**src/rtl/m68k_bus_pkg.sv**
```systemverilog
// rtl/m68k_bus_pkg.sv - shared state, mode and region-entry types for the 68000 bus decoder
package m68k_bus_pkg;

   localparam int ADDR_W   = 24;
   localparam int WS_MAX_W = 8;

   localparam logic [1:0] MODE_ANY = 2'b00;
   localparam logic [1:0] MODE_RO  = 2'b01;
   localparam logic [1:0] MODE_WO  = 2'b10;
   localparam logic [1:0] MODE_OFF = 2'b11;

   typedef enum logic [2:0] {
      ST_IDLE,
      ST_DECODE,
      ST_WAIT,
      ST_ACK,
      ST_ERR
   } state_t;

   // Fields are stored at the widest supported size; narrower configs zero-extend,
   // so unused upper mask bits are zero and the upper address bits mirror.
   typedef struct packed {
      logic [ADDR_W-1:0]   base;
      logic [ADDR_W-1:0]   mask;
      logic [WS_MAX_W-1:0] ws;
      logic [1:0]          mode;
   } region_t;

   // True when the access direction (rw=1 read) is allowed by the region mode
   function automatic logic mode_permits(input logic [1:0] mode, input logic rw);
      case (mode)
         MODE_ANY: return 1'b1;
         MODE_RO:  return rw;
         MODE_WO:  return !rw;
         default:  return 1'b0;
      endcase
   endfunction

endpackage

```
**src/rtl/m68k_region_match.sv**
```systemverilog
// rtl/m68k_region_match.sv - per-region address comparators with lowest-index priority select
module m68k_region_match
   import m68k_bus_pkg::*;
#(
   parameter int N_REG = 16,
   parameter int WS_W  = 4
) (
   input  logic [ADDR_W-1:0] addr_i,
   input  logic              rw_i,
   input  region_t           regions_i [N_REG],
   output logic              hit_o,
   output logic [4:0]        idx_o,
   output logic [N_REG-1:0]  cs_o,
   output logic [WS_W-1:0]   ws_o
);

   logic [N_REG-1:0] match;

   // One masked compare per region, qualified by the region's direction mode
   always_comb begin
      match = '0;
      for (int i = 0; i < N_REG; i++) begin
         match[i] = (((addr_i ^ regions_i[i].base) & regions_i[i].mask) == '0)
                    && mode_permits(regions_i[i].mode, rw_i);
      end
   end

   // Scan from the top down so the lowest matching index is the one left standing
   always_comb begin
      hit_o = 1'b0;
      idx_o = '0;
      cs_o  = '0;
      ws_o  = '0;
      for (int i = N_REG - 1; i >= 0; i--) begin
         if (match[i]) begin
            hit_o    = 1'b1;
            idx_o    = 5'(i);
            cs_o     = '0;
            cs_o[i]  = 1'b1;
            ws_o     = regions_i[i].ws[WS_W-1:0];
         end
      end
   end

endmodule

```
**src/rtl/m68k_bus_decode.sv**
```systemverilog
// rtl/m68k_bus_decode.sv - 68000 chip-select decoder with wait states; M68K_BUS_DECODE_BERR_EN enables bus-error timeout
module m68k_bus_decode
   import m68k_bus_pkg::*;
#(
   parameter int N_REG  = 16,
   parameter int DEC_W  = 20,
   parameter int WS_W   = 4,
   parameter int TO_CYC = 64
) (
   input  logic              clk,
   input  logic              reset,
   input  logic [23:0]       cpu_a,
   input  logic              cpu_as_n,
   input  logic              cpu_rw,
   input  logic              cfg_we,
   input  logic [4:0]        cfg_idx,
   input  logic [DEC_W-1:0]  cfg_base,
   input  logic [DEC_W-1:0]  cfg_mask,
   input  logic [WS_W-1:0]   cfg_ws,
   input  logic [1:0]        cfg_mode,
   output logic [N_REG-1:0]  cs,
   output logic [4:0]        hit_idx,
   output logic              hit,
   output logic              dtack_n,
   output logic              berr_n
);

   region_t          regions_q [N_REG];
   state_t           state_q;
   logic [N_REG-1:0] cs_q;
   logic [4:0]       hit_idx_q;
   logic             hit_q;
   logic             dtack_n_q;
   logic [WS_W-1:0]  wait_q;

   logic             m_hit;
   logic [4:0]       m_idx;
   logic [N_REG-1:0] m_cs;
   logic [WS_W-1:0]  m_ws;

`ifdef M68K_BUS_DECODE_BERR_EN
   localparam int TO_W = $clog2(TO_CYC + 1);
   logic [TO_W-1:0]  to_q;
   logic             berr_n_q;
`endif

   m68k_region_match #(
      .N_REG (N_REG),
      .WS_W  (WS_W)
   ) u_match (
      .addr_i    (cpu_a),
      .rw_i      (cpu_rw),
      .regions_i (regions_q),
      .hit_o     (m_hit),
      .idx_o     (m_idx),
      .cs_o      (m_cs),
      .ws_o      (m_ws)
   );

   // Region table: out-of-range indices simply match no entry; DECODE sees the pre-write value
   always_ff @(posedge clk) begin
      if (reset) begin
         for (int i = 0; i < N_REG; i++) begin
            regions_q[i] <= '{base: '0, mask: '0, ws: '0, mode: MODE_OFF};
         end
      end else if (cfg_we) begin
         for (int i = 0; i < N_REG; i++) begin
            if (cfg_idx == 5'(i)) begin
               regions_q[i] <= '{base: ADDR_W'(cfg_base), mask: ADDR_W'(cfg_mask),
                                 ws: WS_MAX_W'(cfg_ws), mode: cfg_mode};
            end
         end
      end
   end

   // Bus-cycle FSM: selection and wait count are latched once in DECODE and held to the end
   always_ff @(posedge clk) begin
      if (reset) begin
         state_q   <= ST_IDLE;
         cs_q      <= '0;
         hit_idx_q <= '0;
         hit_q     <= 1'b0;
         dtack_n_q <= 1'b1;
         wait_q    <= '0;
`ifdef M68K_BUS_DECODE_BERR_EN
         to_q      <= '0;
         berr_n_q  <= 1'b1;
`endif
      end else begin
         case (state_q)
            ST_IDLE: begin
               if (!cpu_as_n) state_q <= ST_DECODE;
            end
            ST_DECODE: begin
               if (cpu_as_n) begin
                  state_q <= ST_IDLE;
               end else if (m_hit) begin
                  cs_q      <= m_cs;
                  hit_idx_q <= m_idx;
                  hit_q     <= 1'b1;
                  wait_q    <= m_ws;
                  state_q   <= (m_ws != '0) ? ST_WAIT : ST_ACK;
               end else begin
                  cs_q      <= '0;
                  hit_idx_q <= '0;
                  hit_q     <= 1'b0;
                  wait_q    <= '0;
`ifdef M68K_BUS_DECODE_BERR_EN
                  to_q      <= '0;
`endif
                  state_q   <= ST_ERR;
               end
            end
            ST_WAIT: begin
               if (cpu_as_n) begin
                  state_q   <= ST_IDLE;
                  cs_q      <= '0;
                  hit_idx_q <= '0;
                  hit_q     <= 1'b0;
                  wait_q    <= '0;
               end else if (wait_q <= WS_W'(1)) begin
                  wait_q  <= '0;
                  state_q <= ST_ACK;
               end else begin
                  wait_q <= wait_q - WS_W'(1);
               end
            end
            ST_ACK: begin
               if (cpu_as_n) begin
                  state_q   <= ST_IDLE;
                  cs_q      <= '0;
                  hit_idx_q <= '0;
                  hit_q     <= 1'b0;
                  dtack_n_q <= 1'b1;
               end else begin
                  dtack_n_q <= 1'b0;
               end
            end
            ST_ERR: begin
`ifdef M68K_BUS_DECODE_BERR_EN
               if (cpu_as_n) begin
                  state_q  <= ST_IDLE;
                  to_q     <= '0;
                  berr_n_q <= 1'b1;
               end else if (to_q == TO_W'(TO_CYC)) begin
                  berr_n_q <= 1'b0;
               end else begin
                  to_q <= to_q + TO_W'(1);
               end
`else
               // Open-bus: an unmapped access is simply acknowledged like a zero-wait hit
               if (cpu_as_n) begin
                  state_q   <= ST_IDLE;
                  dtack_n_q <= 1'b1;
               end else begin
                  dtack_n_q <= 1'b0;
               end
`endif
            end
            default: state_q <= ST_IDLE;
         endcase
      end
   end

   assign cs      = cs_q;
   assign hit_idx = hit_idx_q;
   assign hit     = hit_q;
   assign dtack_n = dtack_n_q;
`ifdef M68K_BUS_DECODE_BERR_EN
   assign berr_n  = berr_n_q;
`else
   assign berr_n  = 1'b1;
`endif

endmodule

```
**config.mk**
```make
export PLATFORM = sky130hd
export DESIGN_NAME = m68k_bus_decode
export DESIGN_NICKNAME = d
export VERILOG_FILES = /design/src/rtl/m68k_bus_pkg.sv /design/src/rtl/m68k_region_match.sv /design/src/rtl/m68k_bus_decode.sv
export SDC_FILE = /design/constraint.sdc
export NUM_CORES = 2
export LEC_CHECK = 0
export CORE_MARGIN = 3
export CORE_UTILIZATION = 42
export CTS_BUF_LIST = sky130_fd_sc_hd__clkbuf_8 sky130_fd_sc_hd__clkbuf_16
export DETAILED_ROUTE_END_ITERATION = 7
export PLACE_DENSITY = 0.7
export SLEW_MARGIN = 10
export SYNTH_ARGS = -nofsm -noshare
export SYNTH_HDL_FRONTEND = slang
export SYNTH_SLANG_ARGS = --single-unit
```
**constraint.sdc**
```tcl
create_clock -name clk -period 7.2 [get_ports clk]
set_input_delay 1.44 -clock clk [delete_from_list [all_inputs] [get_ports clk]]
set_output_delay 1.44 -clock clk [all_outputs]
set_load 0.05 [all_outputs]
```
Word level (Yosys, flattened, before mapping)
Cells that the tools add are included.
{"block": "totals", "reg_bits": 766, "in_bits": 80, "output_inout_bits": 24, "word_cells": 341}
{"block": "classes", "n_addsub": 1, "magnitude_cmp": 1, "n_eq_ne": 56, "n_mux": 106, "bitwise_logic": 32, "n_reduce_logical": 75}
{"op": "bitwise AND 24 x 20 -> 24 bit", "n": 16}
{"op": "logical NOT 24 bit", "n": 16}
{"op": "XOR 24 x 20 -> 24 bit", "n": 16}
{"op": "2-to-1 mux 16 bit", "n": 19}
{"op": "2-to-1 mux 4 bit", "n": 36}
{"op": "case mux 1 bit (3 select lines)", "n": 16}
{"op": "== test 5 x 4 -> 1 bit (second input constant)", "n": 8}
{"op": "AND reduction 2 bit", "n": 17}
{"op": "== test 2 x 1 -> 1 bit (second input constant)", "n": 16}
{"op": "== test 2 bit (second input constant)", "n": 16}
{"op": "logical NOT 2 bit", "n": 16}
{"op": "case mux 16 bit (2 select lines)", "n": 1}
{"op": "2-to-1 mux 1 bit", "n": 21}
{"op": "== test 5 x 3 -> 1 bit (second input constant)", "n": 4}
{"op": "2-to-1 mux 3 bit", "n": 6}
{"op": "logical AND 1 bit", "n": 16}
{"op": "2-to-1 mux 5 bit", "n": 3}
{"op": "case mux 3 bit (4 select lines)", "n": 1}
{"op": "== test 5 x 2 -> 1 bit (second input constant)", "n": 2}
{"op": "case mux 5 bit (2 select lines)", "n": 1}
{"op": "case mux 4 bit (2 select lines)", "n": 1}
{"op": "== test 3 x 2 -> 1 bit (second input constant)", "n": 2}
{"op": "AND reduction 3 bit", "n": 2}
{"op": "== test 5 x 1 -> 1 bit (second input constant)", "n": 1}
{"op": "14 further kinds", "n": 18}

Depth between registers and ports, before layout
{"block": "logic_depth", "depth_word": 25, "ltp_mapped": 13, "mapped_depth_nobuf": 10}

Hierarchy
From an unflattened synthesis, not the netlist that was laid out.
{"block": "hier_totals", "cells_unflattened": 4312, "hier_area_um2": 33482.1}
{"mod": "m68k_bus_decode", "n_inst": 1, "cells_each": 3455, "area_per_inst_um2": 26814.5, "seq_area_each_um2": 15334.7}
{"mod": "m68k_region_match", "n_inst": 1, "cells_each": 857, "area_per_inst_um2": 6667.6, "seq_area_each_um2": 0.0}

Worst setup path before layout
No wires, ideal clock.
{"block": "synth_path", "kind": "input to register", "from": "input cpu_a[3]", "to": "register wait_q[3]", "setup_time_ps": 143, "arrival_ps": 3691, "t_required_ps": 7057, "slack_ps": 3366, "cell_stages": 13, "path_buffers": 3, "cell_sequence": "buf_2 buf_2 xor2_1 a222oi_1 nand3_1 nor3_1 buf_2 nor2b_1 a221o_1 nor2_1 a21bo_1 a31oi_1 a211oi_1"}
{"block": "synth_via", "elab_chain_cells": 23, "elab_cells_between_ends": 99, "cone_classes": "35 x mux; 32 x bitwise; 32 x reduce/logical"}
{"item": "from (decl)", "line_no": "m68k_bus_decode.sv:12", "text": "input logic [23:0] cpu_a,"}
{"item": "XOR 24 x 20 -> 24 bit", "line_no": "m68k_region_match.sv:23", "text": "match[i] = (((addr_i ^ regions_i[i].base) & regions_i[i].mask) == '0)"}
{"item": "bitwise AND 24 x 20 -> 24 bit", "line_no": "m68k_region_match.sv:23"}
{"item": "logical NOT 24 bit", "line_no": "m68k_region_match.sv:23"}
{"item": "logical AND 1 bit", "line_no": "m68k_region_match.sv:24", "text": "&& mode_permits(regions_i[i].mode, rw_i);"}
{"item": "2-to-1 mux 4 bit / 2-to-1 mux 1 bit (equally long branches) (16 in a row)", "line_no": "m68k_region_match.sv:35", "text": "if (match[i]) begin"}
{"item": "2-to-1 mux 4 bit *", "line_no": "m68k_bus_decode.sv:97", "text": "end else if (m_hit) begin"}
{"item": "2-to-1 mux 4 bit *", "line_no": "m68k_bus_decode.sv:95", "text": "if (cpu_as_n) begin"}
{"item": "case mux 4 bit (2 select lines) *", "line_no": "m68k_bus_decode.sv:90", "text": "case (state_q)"}
{"item": "to (signal assigned)", "line_no": "m68k_bus_decode.sv:101", "text": "wait_q <= m_ws;"}
{"item": "to (signal assigned)", "line_no": "m68k_bus_decode.sv:125", "text": "wait_q <= wait_q - WS_W'(1);"}
{"item": "to (decl)", "line_no": "m68k_bus_decode.sv:34", "text": "logic [WS_W-1:0] wait_q;"}
Every way passes the cells marked *; elsewhere a longest branch is shown, timed or not. The select of a mux whose other input is x is not followed.
A chain may end at the register's enable or synchronous reset.

Worst setup path after layout
{"block": "layout_path", "from": "input cpu_a[7]", "to": "register state_q[0]"}
{"block": "layout_via", "elab_chain_cells": 25, "elab_cells_between_ends": 101, "cone_classes": "36 x mux; 32 x bitwise; 33 x reduce/logical"}
{"item": "XOR 24 x 20 -> 24 bit", "line_no": "m68k_region_match.sv:23"}
{"item": "bitwise AND 24 x 20 -> 24 bit", "line_no": "m68k_region_match.sv:23"}
{"item": "logical NOT 24 bit", "line_no": "m68k_region_match.sv:23"}
{"item": "logical AND 1 bit", "line_no": "m68k_region_match.sv:24"}
{"item": "2-to-1 mux 4 bit (16 in a row)", "line_no": "m68k_region_match.sv:35"}
{"item": "nonzero test 4 bit", "line_no": "m68k_bus_decode.sv:102", "text": "state_q <= (m_ws != '0) ? ST_WAIT : ST_ACK;"}
{"item": "2-to-1 mux 1 bit", "line_no": "m68k_bus_decode.sv:102"}
{"item": "2-to-1 mux 3 bit *", "line_no": "m68k_bus_decode.sv:97"}
{"item": "2-to-1 mux 3 bit *", "line_no": "m68k_bus_decode.sv:95"}
{"item": "case mux 3 bit (4 select lines) *", "line_no": "m68k_bus_decode.sv:90"}
{"item": "to (signal assigned)", "line_no": "m68k_bus_decode.sv:102"}
{"item": "to (decl)", "line_no": "m68k_bus_decode.sv:29", "text": "state_t state_q;"}
Every way passes the cells marked *; elsewhere a longest branch is shown, timed or not.

==> metrics.csv <==
metric,value,unit
status,"finished, final reports clean",
synth cell count leaders,"1518 x nand2_1, 765 x dfxtp_1, 733 x a21oi_1, 321 x clkbuf_1, 321 x xor2_1",
CP Data Arrival Time,5730,ps
Critical Path End Type,flip-flop,
initial antenna violation count,6,
Cells after Synth,4208,
post-synth top area share,47.19,%
critical path peak fanout,9,
drt drc,0,
largest net degree at the start of global routing,240,
busiest grt layer,met2,
pwr/cell area,245.7,mW/mm²
syn_nets,4290,
largest area contributor in the synthesized netlist,dfxtp_1,
dpl cell area,0.03390,mm²
Worst-path clk slew,60,ps
FILL cells,7346,
min Tclk post-route,5189,ps
worst skew pair latency,620,ps
Max VDD drop,175.9,µV
Final ANT Viol Nets,0,
Reg2Reg Depth,10,
Leak,12.98,nW
Die Ht,284.0,µm
Longest Clk Path Bufs,3,
Max Cap Viol,0,
utilization after layout,47.69,%
RSZ-0062 raised after global routing,false,
hold path depth,2,
hold buffer count at CTS,0,
clock sink count,765,
reg-to-reg endpoint,state_q[0],
Post-synth ARST share,0,%
Pwr Total,8.927,mW
HPWL Detailed,65.74,mm
CTS H-Tree Depth,3,
crit path launch type,input port,
placer congestion estimate,0.8884,
Final Cycle Share,72.06,%
"FF+latch count, synth",765,
final hold slack,449.6,ps
WS Path Type,input port to flip-flop,
register area,0.01531,mm²
vias in the first global route,26330,
vias,29090,
post-route setup slack,2011,ps
die area,0.08064,mm²
Reg-to-Reg Start,regions_q[156],
CTS tree,built,
Yosys cell types,68,
Hold Startpoint,hit_idx[2],
number of DRC violations after detailed-routing iteration 0,3750,
Layout Nets,4178,
reg-to-reg setup timing slack,3700,ps
Avg Vias per Cell,5.613,
first-pass GRT wire length,166.7,mm
GR Overflow Total,0,
port bufs,97,
Post-synth EDFFs,0,
# Post-CTS Setup Buffers,0,
Place WS,1514,ps
Core ar.,0.07620,mm²
Slew HR,12.84,%
gr usage total,26.95,%
CP Data Required Time,7750,ps
multi-input logic area,0.01569,mm²
Tightest Hold Check Type,flip-flop to flip-flop,
Std-Cell Rows,101,
Post-Syn Area,0.03245,mm²
Num CTS Buffers,77,
post-route cell area,0.03634,mm²
CTS root buffer,clkbuf_16,
met2 GRT Util,43.18,%
final hold vios,0,
dpl cells,5047,
Final Non-Filler Cells,5183,
Synth area leaders,"dfxtp_1 47%, nand2_1 18%, a21oi_1 11%",
"count leader, synth",nand2_1,
Final Max Tran Viols,0,
Top Ports,104,
DR pass1 iterations,6,
register area share after synthesis,47.19,%
fmax,0.1927,GHz
Worst Skew,30.30,ps
Synth warnings,0,
hold endpoint,hit_idx[2],
Initial Util,42.59,%
GR Layer Usage met1,35.10,%
Resized cells post-CTS,0,
area delta synth->final,11.97,%
wire per inst,21.79,µm
Die W,284.0,µm
Final setup violation count,0,
top_reg_cell synth,dfxtp_1,
Mean Syn Cell Area,7.712,µm²
share of layout cells above drive strength 1,6.051,%
Worst Max-Slew Pin Slew,1303,ps
setup_tns,0,ps
Routed WL,113.0,mm
met3 usage,4.570,%
## worst max-delay path, cell delays in order
cell and delay, ps:
clkdlybuf4s50_1 1060, buf_4 440, xor2_1 110, a222oi_1 340, nand3_1 200, nor3_4 640, nor3_1 180, o221a_2 180
a221oi_1 390, o211ai_1 200, nor4b_1 370, a21bo_1 160
## flip-flops by register name (all words and copies together) (netlist names)
name       flops
regions_q    736
cs            16
hit_idx        4
wait_q         4
state_q        3
dtack_n        1
hit            1
## how the worst max path moves through the flow
stage	start	end	cells after the start
finish	cpu_a[7]	state_q[0]	12
global route	cpu_a[7]	state_q[0]	12
CTS	cpu_a[7]	state_q[0]	12
detailed placement	cpu_a[7]	state_q[0]	12
global placement	cpu_a[7]	state_q[0]	12
floorplan	cpu_a[3]	wait_q[3]	13
## per-layer routing
| metal | wire (µm) | up-vias |
|---|---|---|
| li1 | - | 13590 |
| met1 | 45010 | 13880 |
| met2 | 51340 | 1312 |
| met3 | 10440 | 305 |
| met4 | 6160 | 2 |
| met5 | 13 | - |
## cell families (layout without fill, tap and decap cells)
logic type	count (synthesis)	count (layout)	share of synthesized area [%]
buffers and inverters	384	324	4.896
XOR/XNOR	322	322	8.690
AND/OR/NAND/NOR	1764	1764	22.09
multiplexers	1	1	0.03084
other	2	7	0.02314
AO/OA/AOI/OAI	968	968	17.01
adder cells (fa/ha/maj)	2	2	0.07709
flip-flops	765	765	47.19
## placed cells by master (no fill, tap or decap), types with 12 or more instances in the layout
| cell type | Yosys | routed |
|---|---|---|
| buf_4 | 16 | 80 |
| a221oi_1 | 18 | 18 |
| dfxtp_1 | 765 | 765 |
| o21ai_0 | 12 | 12 |
| xor2_1 | 321 | 321 |
| clkbuf_16 | 0 | 79 |
| clkbuf_8 | 0 | 13 |
| nor3_1 | 20 | 13 |
| nor2_1 | 53 | 44 |
| nand4_1 | 22 | 22 |
| nand3b_1 | 38 | 38 |
| nor2b_1 | 21 | 21 |
| clkdlybuf4s50_1 | 0 | 78 |
| inv_1 | 12 | 37 |
| nor3_2 | 8 | 15 |
| a21oi_1 | 733 | 733 |
| buf_2 | 25 | 17 |
| nand3_1 | 37 | 33 |
| a222oi_1 | 16 | 16 |
| nand2_1 | 1518 | 1515 |
| a22oi_1 | 137 | 137 |
## area by class of cell
| cell class | count | area share, % |
|---|---|---|
| Clock buffer | 92 | 5.932 |
| Timing Repair Buffer | 181 | 4.311 |
| Inverter | 12 | 0.1239 |
| Clock inverter | 39 | 0.7437 |
| Antenna cell | 5 | 0.03443 |
| Multi-Input combinational cell | 3059 | 43.17 |
| Tap cell | 1030 | 3.546 |
| Sequential cell | 765 | 42.14 |
## where the power goes
group	leakage [nW]	switching [mW]	internal [mW]
clock	1.29	1.68	2.25
sequential	6.17	0.0229	4.27
combinational	5.52	0.526	0.181
total	13.0	2.23	6.70
No activity file was read; power rests on OpenSTA's default activity.
